### config.mk
export PLATFORM = sky130hd
export DESIGN_NAME = regfile_ab_latch
export DESIGN_NICKNAME = d
export VERILOG_FILES = /design/src/rtl/regfile_ab_latch.sv
export SDC_FILE = /design/constraint.sdc
export NUM_CORES = 2
export LEC_CHECK = 0
export CORE_MARGIN = 10
export CORE_UTILIZATION = 40
export DETAILED_ROUTE_END_ITERATION = 10
export HOLD_SLACK_MARGIN = 0.15
export PLACE_DENSITY = 0.6
export SLEW_MARGIN = 30
export SYNTH_ARGS = -nofsm -noshare
export SYNTH_HDL_FRONTEND = slang
export SYNTH_SLANG_ARGS = --single-unit
### constraint.sdc
create_clock -name Clk -period 4.7 [get_ports Clk]
set_input_delay 1.41 -clock Clk [delete_from_list [all_inputs] [get_ports Clk]]
set_output_delay 1.41 -clock Clk [all_outputs]
set_load 0.02 [all_outputs]
### src/rtl/regfile_ab_latch.sv
// Integer register file (32 x 32, 2R/1W, r0 hardwired to zero) with write-to-read
// bypass and the A/B operand latches that feed the ALU in the multicycle datapath.
module regfile_ab_latch #(
    parameter int DATA_W = 32,
    parameter int ADDR_W = 5
) (
    input  logic              Clk,
    input  logic              Rst_n,
    input  logic              RegWrite,
    input  logic [ADDR_W-1:0] WriteReg,
    input  logic [DATA_W-1:0] WriteData,
    input  logic [ADDR_W-1:0] ReadReg1,
    input  logic [ADDR_W-1:0] ReadReg2,
    input  logic              LatchA,
    input  logic              LatchB,
    output logic [DATA_W-1:0] A,
    output logic [DATA_W-1:0] B,
    output logic [DATA_W-1:0] RdData1,
    output logic [DATA_W-1:0] RdData2,
    output logic              Wrote,
    output logic [ADDR_W-1:0] WroteReg
);

    localparam int NREG = 2 ** ADDR_W;

    // Flops rather than RAM so the whole array clears asynchronously.
    logic [DATA_W-1:0] regs [NREG];
    logic              commit;

    assign commit = RegWrite && (WriteReg != '0);

    always_ff @(posedge Clk or negedge Rst_n) begin
        if (!Rst_n) begin
            for (int i = 0; i < NREG; i++) begin
                regs[i] <= '0;
            end
        end else if (commit) begin
            regs[WriteReg] <= WriteData;
        end
    end

    // Bypass keeps a same-cycle write coherent with the A/B capture.
    always_comb begin
        RdData1 = regs[ReadReg1];
        if (ReadReg1 == '0) begin
            RdData1 = '0;
        end else if (RegWrite && (WriteReg == ReadReg1)) begin
            RdData1 = WriteData;
        end
    end

    always_comb begin
        RdData2 = regs[ReadReg2];
        if (ReadReg2 == '0) begin
            RdData2 = '0;
        end else if (RegWrite && (WriteReg == ReadReg2)) begin
            RdData2 = WriteData;
        end
    end

    always_ff @(posedge Clk or negedge Rst_n) begin
        if (!Rst_n) begin
            A <= '0;
            B <= '0;
        end else begin
            if (LatchA) begin
                A <= RdData1;
            end
            if (LatchB) begin
                B <= RdData2;
            end
        end
    end

    always_ff @(posedge Clk or negedge Rst_n) begin
        if (!Rst_n) begin
            Wrote    <= 1'b0;
            WroteReg <= '0;
        end else begin
            Wrote <= commit;
            if (commit) begin
                WroteReg <= WriteReg;
            end
        end
    end

endmodule

==> results.md <==
- DRT Wirelength: 228000 um
- Synth Area in Simple Gates: 3.39%
- # setup viols final: 63
- Final-stage net count: 4837
- P&R area growth vs syn: 33.4%
- Commonest cells post-synth: dfrtp_1, mux2_2, mux4_2
- CTS Sinks: 1094
- Reg power frac: 41.1%
- Starting DRC count in detailed routing: approximately 4900
- Switching Share: between 20% and 30%
- Number of buffers added on ports: 185
- Power Density: 396 mW/mm^2
- Type of the tightest min-delay check: reg2reg
- Die area: 0.160 mm^2
- Synthesized area per cell: 14.0 um^2
- XOR/XNOR Fraction of Synth Area: 0.152%
- CP Class: in2out
- Slew margin rel.: roughly 30%
- TritonCTS clock tree: yes
- Final max-slew violation count: 0
- Cell type with the highest aggregate area in the netlist: dfrtp_1
- Req. time, crit path: 3290 ps
- Minimum clock period: 5030 ps
- Status: complete, but fails checks
- CTS Hold Buffers Added: 0
- Top-area cell type share of the netlist area: 47.5%
- Combinational share of power: 25.7%
- Fmax: around 200 MHz
- # DRC: 0
- Post-synthesis sequential area ratio: 47.5%
- Num rows: 139
- Overall Global Routing Usage: between 20% and 30%
- Period utilization: 107%
- Root Buffer: clkbuf_16
- Worst-path clk slew: 60 ps
- Worst setup SP type: primary input
- Critical path arrival: around 3600 ps
- Design Power: 30.5 mW
- Number of global-route vias before repair: approximately 43000
- RSZ-0062 raised after global routing: true
- Measured slew at the worst slew-check pin: 1060 ps
- Drt pass-1 iters: 6
- Final WS setup: -328 ps
- Global-route wire length before repair: 323000 um
- Num CTS Buffers: around 120
- Post-synth EDFFs: 0
- Starting Density: 40.2%
- TNS Setup: -9870 ps
- Die height: 400 um
- Top FF cell, synth: dfrtp_1
- Die Width: 400 um
- Most area-consuming cells after synthesis: dfrtp_1, mux2_2, mux4_2
- Async S/R FF share, synth: 100%
- ANT nets after route: 0
- Vias: ~43000
- Multiplexer share of the synthesized area: 40.0%
- Largest family of logic cells by synthesized area: multiplexers
- Compound-cell area share of the yosys netlist: 5.18%
- Largest net degree at the start of global routing: 145
- Detail Placement HPWL: 142000 um
- GRT overflow: 0
- Clk buf depth: 3
- Internal: 21.5 mW
- Max_cap viols: 0
- Failing checks: setup timing
- GP Congestion: between 0.9 and 1
- Seq cells post-synth: between 1000 and 1500
- Fin. Hold Viols: 0
- Clk pwr share: about a third
- CP Cell Sequence: buf_16, buf_12, buf_4, buf_12, buf_12, mux4_2, mux2i_2, o311ai_1, nor4_4, buf_4, nor3_1, buf_4
- Cells after Synth: 4117
- H-tree depth: 3
- Ant diodes: 0
- Number of distinct library cells after synthesis: 54
- Max VDD drop: approximately 0.3 mV
- Worst-path maximum fanout: 5
- NetSw: around 9 mW
- Ports: 186
- Total number of yosys warnings: 0
- Mapped Nets: 4169
- Antenna violations before repair: 3
- CP max stage delay: 520 ps
- Top-count cell post-synth: dfrtp_1
- Fillers: 11600
- Core footprint: 0.143 mm^2
- Static leakage: 33.4 nW
- Worst-Skew Late Latency: 750 ps
- Crit. End Element: output port
- Share of cells above drive strength 1: 60.6%
- Syn Std Cell Area: 0.0577 mm^2
- Skew final: approximately 30 ps
- CP max-delay cell: o311ai_1
- Post-Synth Adder-Cell Area: 0%
- Via density: 6.37
- DR WL/cell: 33.6 um
[cell usage in the layout, fill, tap and decap left out, types with 35 or more instances in the layout]
| master | n |
|---|---|
| mux2_2 | 1025 |
| a22oi_1 | 48 |
| buf_12 | 177 |
| buf_6 | 95 |
| clkdlybuf4s50_1 | 104 |
| mux4_2 | 390 |
| mux2i_1 | 219 |
| nand2_1 | 71 |
| inv_1 | 35 |
| buf_4 | 532 |
| o22ai_1 | 57 |
| a22oi_2 | 35 |
| nor2_1 | 75 |
| dfrtp_1 | 1094 |
| o22ai_2 | 72 |
| clkbuf_16 | 128 |
| o22ai_4 | 39 |
[final cells by class]
class / instances / area (um^2) / area share, %
sequential: 1094 / 27400 / 35.6
clock inverter: 53 / 691 / 0.898
tap: 1903 / 2380 / 3.10
multi-input combinational: 2540 / 31400 / 40.9
inverter: 37 / 144 / 0.187
clock buffer: 167 / 3470 / 4.51
timing repair buffer: 993 / 11400 / 14.8
[per-layer routing]
layer  wire length, um  up-vias  global-route usage, %
met2             99700     2396                   40.9
met1             93500    23200                   38.7
met3             24200      513                   7.70
met5                13        -                      0
li1                  -    17100                      -
met4             10700        2                   11.3
[timing repair]
action / CTS / global route
endpoints found under the setup margin: 64 / 64
buffers inserted: 145 / 73
resized for setup: 1009 / 244
pin swaps: 158 / 119
cloned: 23 / 7
[state kept, by name, summed over array words and instances (netlist names)]
signal / count
Wrote: 1
A: 32
regs: 1024
WroteReg: 5
B: 32
[worst max-delay path, delay by kind of cell]
family                 cells  cell delay, ps
buffers and inverters      7            1000
AO/OA/AOI/OAI              1             520
multiplexers               2             410
AND/OR/NAND/NOR            2             240
[power groups by stage]
stage                     clock (mW)  combinational, mW  sequential [mW]
after global placement             0               6.63             12.5
after CTS                       10.2               7.46             12.5
final                           10.1               7.84             12.5
after floorplan                    0               4.18             12.3
after detailed placement           0               6.72             12.6
after global routing            10.6               8.23             12.7
[through the flow]
stage	instance area, um^2	utilization [%]	hold WS (ps)	worst slack [ps]	instances
global placement	66100	46.0	378	-1450	6361
detailed placement	66100	46.0	384	-1310	6361
global route	76900	53.6	415	-338	6787
finish	76900	53.6	399	-328	6787
floorplan	57700	-	441	62.0	4117
CTS	75200	52.4	398	-300	6725
[cells by family after synthesis]
kind of cell	Yosys count
buffers and inverters	483
and+or+nand+nor	416
muxes	1686
AOI/OAI and AO/OA	428
DFF	1094
xor gates and xnor gates	10
[final timing paths]
path                             start    endpoint  slack [ps]  cells past startpoint
max in group asynchronous        Rst_n   regs[387]        2820                      2
setup reg to reg             regs[941]       A[13]        2410                      8
hold / removal              regs[1008]  regs[1008]         400                      0
min in group asynchronous        Rst_n   regs[311]         570                      1
hold reg to reg             regs[1008]  regs[1008]         400                      0
setup / recovery           ReadReg1[0]  RdData1[7]        -330                     12
Power figures use the tool's default switching activity.
